$ cat src/rtl/sensor_pkg.sv
// rtl/sensor_pkg.sv - shared types and constants for the delay-line sensor readout
package sensor_pkg;

  typedef enum logic [1:0] {
    IDLE    = 2'd0,
    SETTLE  = 2'd1,
    MEASURE = 2'd2,
    DONE    = 2'd3
  } sense_state_t;

  localparam int SETTLE_CYC   = 2;
  localparam int WIN_LOG2_DEF = 8;

endpackage

$ cat src/rtl/sensor_sync2.sv
// rtl/sensor_sync2.sv - two-flop synchronizer for a single sensor tap
module sensor_sync2 (
  input  logic clk,
  input  logic rst_n,
  input  logic d_i,
  output logic q_o
);

  logic meta_q;
  logic sync_q;

  always_ff @(posedge clk or negedge rst_n) begin
    if (!rst_n) begin
      meta_q <= 1'b0;
      sync_q <= 1'b0;
    end else begin
      meta_q <= d_i;
      sync_q <= meta_q;
    end
  end

  assign q_o = sync_q;

endmodule

$ cat src/rtl/sensor_monitor.sv
// rtl/sensor_monitor.sv - counts sampled-high sensor cycles per window and flags out-of-band results
module sensor_monitor
  import sensor_pkg::*;
#(
  parameter int WIN_LOG2 = WIN_LOG2_DEF,
  parameter int CNT_W    = WIN_LOG2 + 1
) (
  input  logic             clk,
  input  logic             rst_n,
  input  logic             sense_in,
  input  logic             start,
  input  logic [CNT_W-1:0] thr_lo,
  input  logic [CNT_W-1:0] thr_hi,
  input  logic             clr_alarm,
  output logic             busy,
  output logic             done,
  output logic [CNT_W-1:0] count,
  output logic             alarm
);

  sense_state_t        state_q, state_d;
  logic [1:0]          settle_q, settle_d;
  logic [WIN_LOG2-1:0] win_q, win_d;
  logic [CNT_W-1:0]    acc_q, acc_d;
  logic [CNT_W-1:0]    count_q, count_d;
  logic                alarm_q, alarm_d;
  logic [CNT_W-1:0]    acc_sum;
  logic                s;
  logic                win_last;
  logic                launch;
  logic                enter_done;

  sensor_sync2 u_sync (
    .clk   (clk),
    .rst_n (rst_n),
    .d_i   (sense_in),
    .q_o   (s)
  );

  always_ff @(posedge clk or negedge rst_n) begin
    if (!rst_n) begin
      state_q <= IDLE;
    end else begin
      state_q <= state_d;
    end
  end

  assign win_last = (win_q == {WIN_LOG2{1'b1}});

  // A start seen in DONE chains straight into the next window, giving an N+3 cycle period.
  always_comb begin
    state_d = state_q;
    case (state_q)
      IDLE:    if (start) state_d = SETTLE;
      SETTLE:  if (settle_q == 2'(SETTLE_CYC - 1)) state_d = MEASURE;
      MEASURE: if (win_last) state_d = DONE;
      DONE:    state_d = start ? SETTLE : IDLE;
      default: state_d = IDLE;
    endcase
  end

  always_comb begin
    busy = (state_q != IDLE);
    done = (state_q == DONE);
  end

  assign acc_sum    = acc_q + CNT_W'(s);
  assign launch     = (state_d == SETTLE) && (state_q != SETTLE);
  assign enter_done = (state_q == MEASURE) && win_last;

  always_comb begin
    settle_d = settle_q;
    win_d    = win_q;
    acc_d    = acc_q;
    count_d  = count_q;
    alarm_d  = alarm_q;
    if (launch) begin
      settle_d = 2'd0;
      win_d    = '0;
      acc_d    = '0;
    end else if (state_q == SETTLE) begin
      settle_d = settle_q + 2'd1;
    end else if (state_q == MEASURE) begin
      acc_d = acc_sum;
      win_d = win_q + 1'b1;
    end
    if (enter_done) begin
      count_d = acc_sum;
    end
    // Set beats a coincident clear so an out-of-band result is never lost.
    if (enter_done && ((acc_sum < thr_lo) || (acc_sum > thr_hi))) begin
      alarm_d = 1'b1;
    end else if (clr_alarm) begin
      alarm_d = 1'b0;
    end
  end

  always_ff @(posedge clk or negedge rst_n) begin
    if (!rst_n) begin
      settle_q <= 2'd0;
      win_q    <= '0;
      acc_q    <= '0;
      count_q  <= '0;
      alarm_q  <= 1'b0;
    end else begin
      settle_q <= settle_d;
      win_q    <= win_d;
      acc_q    <= acc_d;
      count_q  <= count_d;
      alarm_q  <= alarm_d;
    end
  end

  assign count = count_q;
  assign alarm = alarm_q;

endmodule

$ cat config.mk
export PLATFORM = sky130hd
export DESIGN_NAME = sensor_monitor
export DESIGN_NICKNAME = d
export VERILOG_FILES = /design/src/rtl/sensor_pkg.sv /design/src/rtl/sensor_sync2.sv /design/src/rtl/sensor_monitor.sv
export SDC_FILE = /design/constraint.sdc
export NUM_CORES = 1
export LEC_CHECK = 0
export CORE_MARGIN = 10
export CORE_UTILIZATION = 59
export CTS_BUF_LIST = sky130_fd_sc_hd__clkbuf_8
export DETAILED_ROUTE_END_ITERATION = 8
export PLACE_DENSITY = 0.88
export SLEW_MARGIN = 0
export SYNTH_ARGS = -nofsm -noshare
export SYNTH_HDL_FRONTEND = slang
export SYNTH_HIERARCHICAL = 1
export SYNTH_SLANG_ARGS = --single-unit
$ cat constraint.sdc
create_clock -name clk -period 7.4 [get_ports clk]
set_input_delay 0.74 -clock clk [delete_from_list [all_inputs] [get_ports clk]]
set_output_delay 0.74 -clock clk [all_outputs]
set_load 0.05 [all_outputs]
==> results_tabular.tex <==
\begin{tabular}{lr}
\hline
Metric & Value \\
\hline
\multicolumn{2}{l}{\textbf{Status}} \\
\quad Outcome & finished clean \\
\multicolumn{2}{l}{\textbf{Synthesis}} \\
\quad Compound-Gate Fraction of Synth Area & between 10\% and 20\% \\
\quad Proportion of synthesized chip area in sequential cells & 42.0\% \\
\quad Number of cells produced by synthesis & 202 \\
\quad Combinational family with the most area after synthesis & compound AO/OA/AOI/OAI gates \\
\quad Xor/xnor share of the synthesized area & 3.12\% \\
\quad Synthesized cell area & about 2000 µm² \\
\quad Syn Nets & 246 \\
\quad Mean instance size in the synthesized netlist & 9.72 µm² \\
\quad Multiplexer area fraction after synthesis & around 5.7\% \\
\quad Flops \& latches, synth & 33 \\
\quad Synthesized-area fraction occupied by adder cells & $\sim$14\% \\
\quad Yosys synthesis warning count & 6 \\
\quad Fraction of the mapped netlist area in simple logic gates & around 14\% \\
\quad Count of different cell masters after synthesis & 38 \\
\multicolumn{2}{l}{\textbf{Floorplan}} \\
\quad Core box area & $\sim$3100 µm² \\
\quad Top-level I/O count & 35 \\
\quad Die ar. & 6040 µm² \\
\quad Overall die height & between 70 and 80 µm \\
\quad Die width & between 70 and 80 µm \\
\quad Starting density of the core & 62.8\% \\
\quad Std cell rows & 20 \\
\multicolumn{2}{l}{\textbf{Drt}} \\
\quad Avg WL per Cell & $\sim$16 µm \\
\quad Detailed-routing wirelength on met1 & about 1.9 mm \\
\quad Final Routed Wirelength & about 4.5 mm \\
\quad Routed vias & 1610 \\
\quad Post-detailed-route DRC marker count & 0 \\
\quad Sum of met3 wire segment lengths after detailed routing & between 200 and 300 µm \\
\quad Number of nets with antenna violations after routing & 0 \\
\quad Initial DRT Pass Iterations & 5 \\
\quad Routed length on met2 & approximately 2.3 mm \\
\quad Top routing layer in use & met4 \\
\quad Mean number of vias per cell & around 5.7 \\
\quad Number of violations reported at the end of detailed-routing iteration 0 & 94 \\
\multicolumn{2}{l}{\textbf{Placement}} \\
\quad Cell count after placement & around 280 \\
\quad Port-buffer cells & 34 \\
\quad Hpwl dp & 3.43 mm \\
\quad Final GP Congestion & approximately 0.84 \\
\multicolumn{2}{l}{\textbf{Clocking}} \\
\quad Clk root buf & sky130\_fd\_sc\_hd\_\_clkbuf\_8 \\
\quad Clock Sink Count & 33 \\
\quad Total of hold buffers inserted after clock tree synthesis & 0 \\
\quad CTS resizes & 0 \\
\quad Maximum count of clock buffers along a single path & 2 \\
\quad TritonCTS clock tree & yes \\
\quad Worst skew pair latency & 290 ps \\
\quad Number of CTS-inserted buffers & 5 \\
\quad H-Tree Level Count & 2 \\
\quad Register clock-pin slew on the reported worst setup and hold paths & $\sim$70 ps \\
\quad Buffers inserted during post-CTS setup optimization & 0 \\
\multicolumn{2}{l}{\textbf{Final layout}} \\
\quad Most frequent standard cell in the layout excluding fill and tap cells & sky130\_fd\_sc\_hd\_\_clkdlybuf4s50\_1 \\
\quad Most frequent cells in the layout & 34 x sky130\_fd\_sc\_hd\_\_clkdlybuf4s50\_1, 33 x sky130\_fd\_sc\_hd\_\_dfrtp\_1, 25 x sky130\_fd\_sc\_hd\_\_inv\_1 \\
\quad Filler cell count & around 230 \\
\quad Number of nets in the layout & around 280 \\
\quad Fraction of final layout cells with drive strength greater than 1 & a little over 7\% \\
\quad Utilization after layout & 77.2\% \\
\quad Post-route non-filler standard cell count & 284 \\
\quad Number of diodes added for antenna fixing & 0 \\
\quad Syn-to-layout area delta & 22.9\% \\
\multicolumn{2}{l}{\textbf{STA}} \\
\quad Final-report max-slew violation count & 0 \\
\quad RSZ-0062 raised after global routing & false \\
\quad Slew HR & between 30\% and 40\% \\
\quad Final worst-path cycle share & about two fifths \\
\quad Highest achievable clock rate & roughly 350 MHz \\
\quad Final setup skew & between 2 and 2.5 ps \\
\quad Tightest hold margin & 354 ps \\
\quad Final setup violation count & 0 \\
\quad Clock period minus final worst setup slack & between 2000 and 3000 ps \\
\quad Hold Vio Cnt, Final & 0 \\
\quad Slew at the pin with the worst max-slew slack & $\sim$940 ps \\
\quad Summed negative setup slack over all endpoints & 0 ps \\
\multicolumn{2}{l}{\textbf{Global routing}} \\
\quad Vias in the first global route & 1684 \\
\quad Overall overflow remaining after global route & 0 \\
\quad Maximum number of pins on one net before global-route repair & 34 \\
\quad Overall Global Routing Usage & roughly 16\% \\
\quad Antenna violations before repair & 0 \\
\quad Global-route wire length before repair & approximately 7.7 mm \\
\multicolumn{2}{l}{\textbf{Power}} \\
\quad Leak Pwr & about 1.2 nW \\
\quad VDD IR-drop max & about 240 µV \\
\quad PD cells & 199 nW/µm² \\
\multicolumn{2}{l}{\textbf{Worst setup path}} \\
\quad Buf/Inv on CP & 0 \\
\quad Beginning of the worst register-to-register path & acc\_q[0] \\
\quad Data arrival time at the worst-slack endpoint & between 3000 and 4000 ps \\
\quad Largest delay contributor family on the critical path & adder cells \\
\quad Delay of the slowest cell on the worst path & approximately 380 ps \\
\quad Critical Setup Path Class & reg2reg \\
\quad Type of destination of the critical path & register \\
\quad Ordered list of cells on the worst path & ha\_1 > ha\_1 > nand3\_1 > nor2\_1 > nand3\_1 > xnor2\_1 > ha\_1 > a21oi\_1 > o21ai\_0 > o41a\_1 > o31ai\_1 \\
\quad Slowest cell on crit path & sky130\_fd\_sc\_hd\_\_o41a\_1 \\
\quad Worst Path Required & 7590 ps \\
\quad Worst Path Max Fanout & 4 \\
\quad Critical Path Start Type & register \\
\quad Worst path most repeated cell & sky130\_fd\_sc\_hd\_\_ha\_1 \\
\quad Crit path launch & acc\_q[0] \\
\multicolumn{2}{l}{\textbf{Hold path}} \\
\quad Class of the most critical hold timing path & reg2reg \\
\quad Min-Delay Startpoint & u\_sync/meta\_q \\
\multicolumn{2}{l}{\textbf{Job}} \\
\quad Number of max-cap violations & 0 \\
\hline
\end{tabular}
==> Yosys cell counts <==
master | count | share of area, %
sky130_fd_sc_hd__a221oi_1 | 1 | 0.45
sky130_fd_sc_hd__buf_6 | 2 | 1.1
sky130_fd_sc_hd__nand2_1 | 23 | 4.4
sky130_fd_sc_hd__clkbuf_1 | 1 | 0.19
sky130_fd_sc_hd__nand2b_4 | 1 | 0.70
sky130_fd_sc_hd__o21ai_0 | 23 | 5.9
sky130_fd_sc_hd__o31ai_1 | 3 | 1.1
sky130_fd_sc_hd__xor2_1 | 3 | 1.3
sky130_fd_sc_hd__inv_1 | 23 | 4.4
sky130_fd_sc_hd__buf_2 | 2 | 0.51
sky130_fd_sc_hd__nor3_1 | 1 | 0.25
sky130_fd_sc_hd__mux2_1 | 3 | 1.7
sky130_fd_sc_hd__nor2b_1 | 1 | 0.32
sky130_fd_sc_hd__o41a_1 | 1 | 0.57
sky130_fd_sc_hd__nand3_2 | 1 | 0.51
sky130_fd_sc_hd__nand2b_1 | 2 | 0.64
sky130_fd_sc_hd__nor3_4 | 1 | 0.83
sky130_fd_sc_hd__a21oi_1 | 6 | 1.5
sky130_fd_sc_hd__ha_1 | 21 | 13
sky130_fd_sc_hd__o211ai_1 | 1 | 0.38
sky130_fd_sc_hd__a211o_1 | 1 | 0.45
sky130_fd_sc_hd__a211oi_1 | 2 | 0.76
sky130_fd_sc_hd__nor2_1 | 10 | 1.9
sky130_fd_sc_hd__nand4_1 | 3 | 0.96
sky130_fd_sc_hd__maj3_2 | 1 | 0.57
sky130_fd_sc_hd__a2bb2oi_1 | 1 | 0.45
sky130_fd_sc_hd__mux2_4 | 3 | 2.3
sky130_fd_sc_hd__mux2i_1 | 1 | 0.51
sky130_fd_sc_hd__and2_1 | 1 | 0.32
sky130_fd_sc_hd__xnor2_1 | 4 | 1.8
sky130_fd_sc_hd__a22o_1 | 6 | 2.7
sky130_fd_sc_hd__o21ai_1 | 1 | 0.25
sky130_fd_sc_hd__mux2_2 | 2 | 1.1
sky130_fd_sc_hd__dfrtp_1 | 33 | 42
sky130_fd_sc_hd__a31oi_1 | 2 | 0.64
sky130_fd_sc_hd__and3_1 | 2 | 0.64
sky130_fd_sc_hd__or2_2 | 1 | 0.32
sky130_fd_sc_hd__nand3_1 | 8 | 2.0
==> kinds of logic (layout without fill, tap and decap cells) <==
family | count (synthesis) | after routing
mux | 9 | 9
compound gates | 48 | 48
flops | 33 | 33
fa+ha+maj | 22 | 22
xor+xnor | 7 | 7
simple gates | 55 | 55
buf+inv | 28 | 66
==> flip-flops by register name (all words and copies together) (netlist names) <==
register,cells
u_sync/meta_q,1
u_sync/q_o,1
win_q,8
state_q,2
settle_q,2
count,9
alarm,1
acc_q,9
==> routing by layer <==
layer / global-route usage, % / vias up
met1: 17.3 / 760
met2: 26.5 / 51
met3: 4.72 / 20
met5: 0 / -
li1: - / 779
met4: 8.03 / 0
==> worst paths after layout <==
| kind | slack (ps) | depth (start not counted) | to |
|---|---|---|---|
| worst max-delay path | 4520 | 11 | alarm |
| worst min-delay path | 350 | 0 | u_sync/q_o |
| worst max register to register | 4520 | 11 | alarm |
| worst min register to register | 350 | 0 | u_sync/q_o |
| max in group asynchronous | 6230 | 2 | acc_q[4] |
| min in group asynchronous | 870 | 2 | alarm |
==> where the power goes <==
group	total [mW]	leakage (nW)	switching, mW	internal (mW)
Sequential	0.216	0.448	0.0182	0.198
Clock	0.128	0.0467	0.0645	0.0636
Combinational	0.137	0.735	0.0814	0.0556
==> metrics by stage <==
step | setup slack, ps | area [µm²] | power, mW
6_report | 4520 | 2410 | 0.481
4_1_cts | 4510 | 2410 | 0.485
3_5_place_dp | 4570 | 2330 | 0.355
2_1_floorplan | 4970 | 1960 | 0.315
5_1_grt | 4330 | 2410 | 0.512
3_3_place_gp | 4830 | 2330 | 0.350
==> layout make-up <==
cell class	instances	area [µm²]	area share, %
Clock buffer	5	68.8	2.85
Clock inverter	3	15.0	0.622
Inverter	23	86.3	3.58
Multi-Input combinational cell	141	1020	42.1
Sequential cell	33	826	34.2
Tap cell	44	55.1	2.28
Timing Repair Buffer	35	348	14.4
No activity file was read; power rests on OpenSTA's default activity.
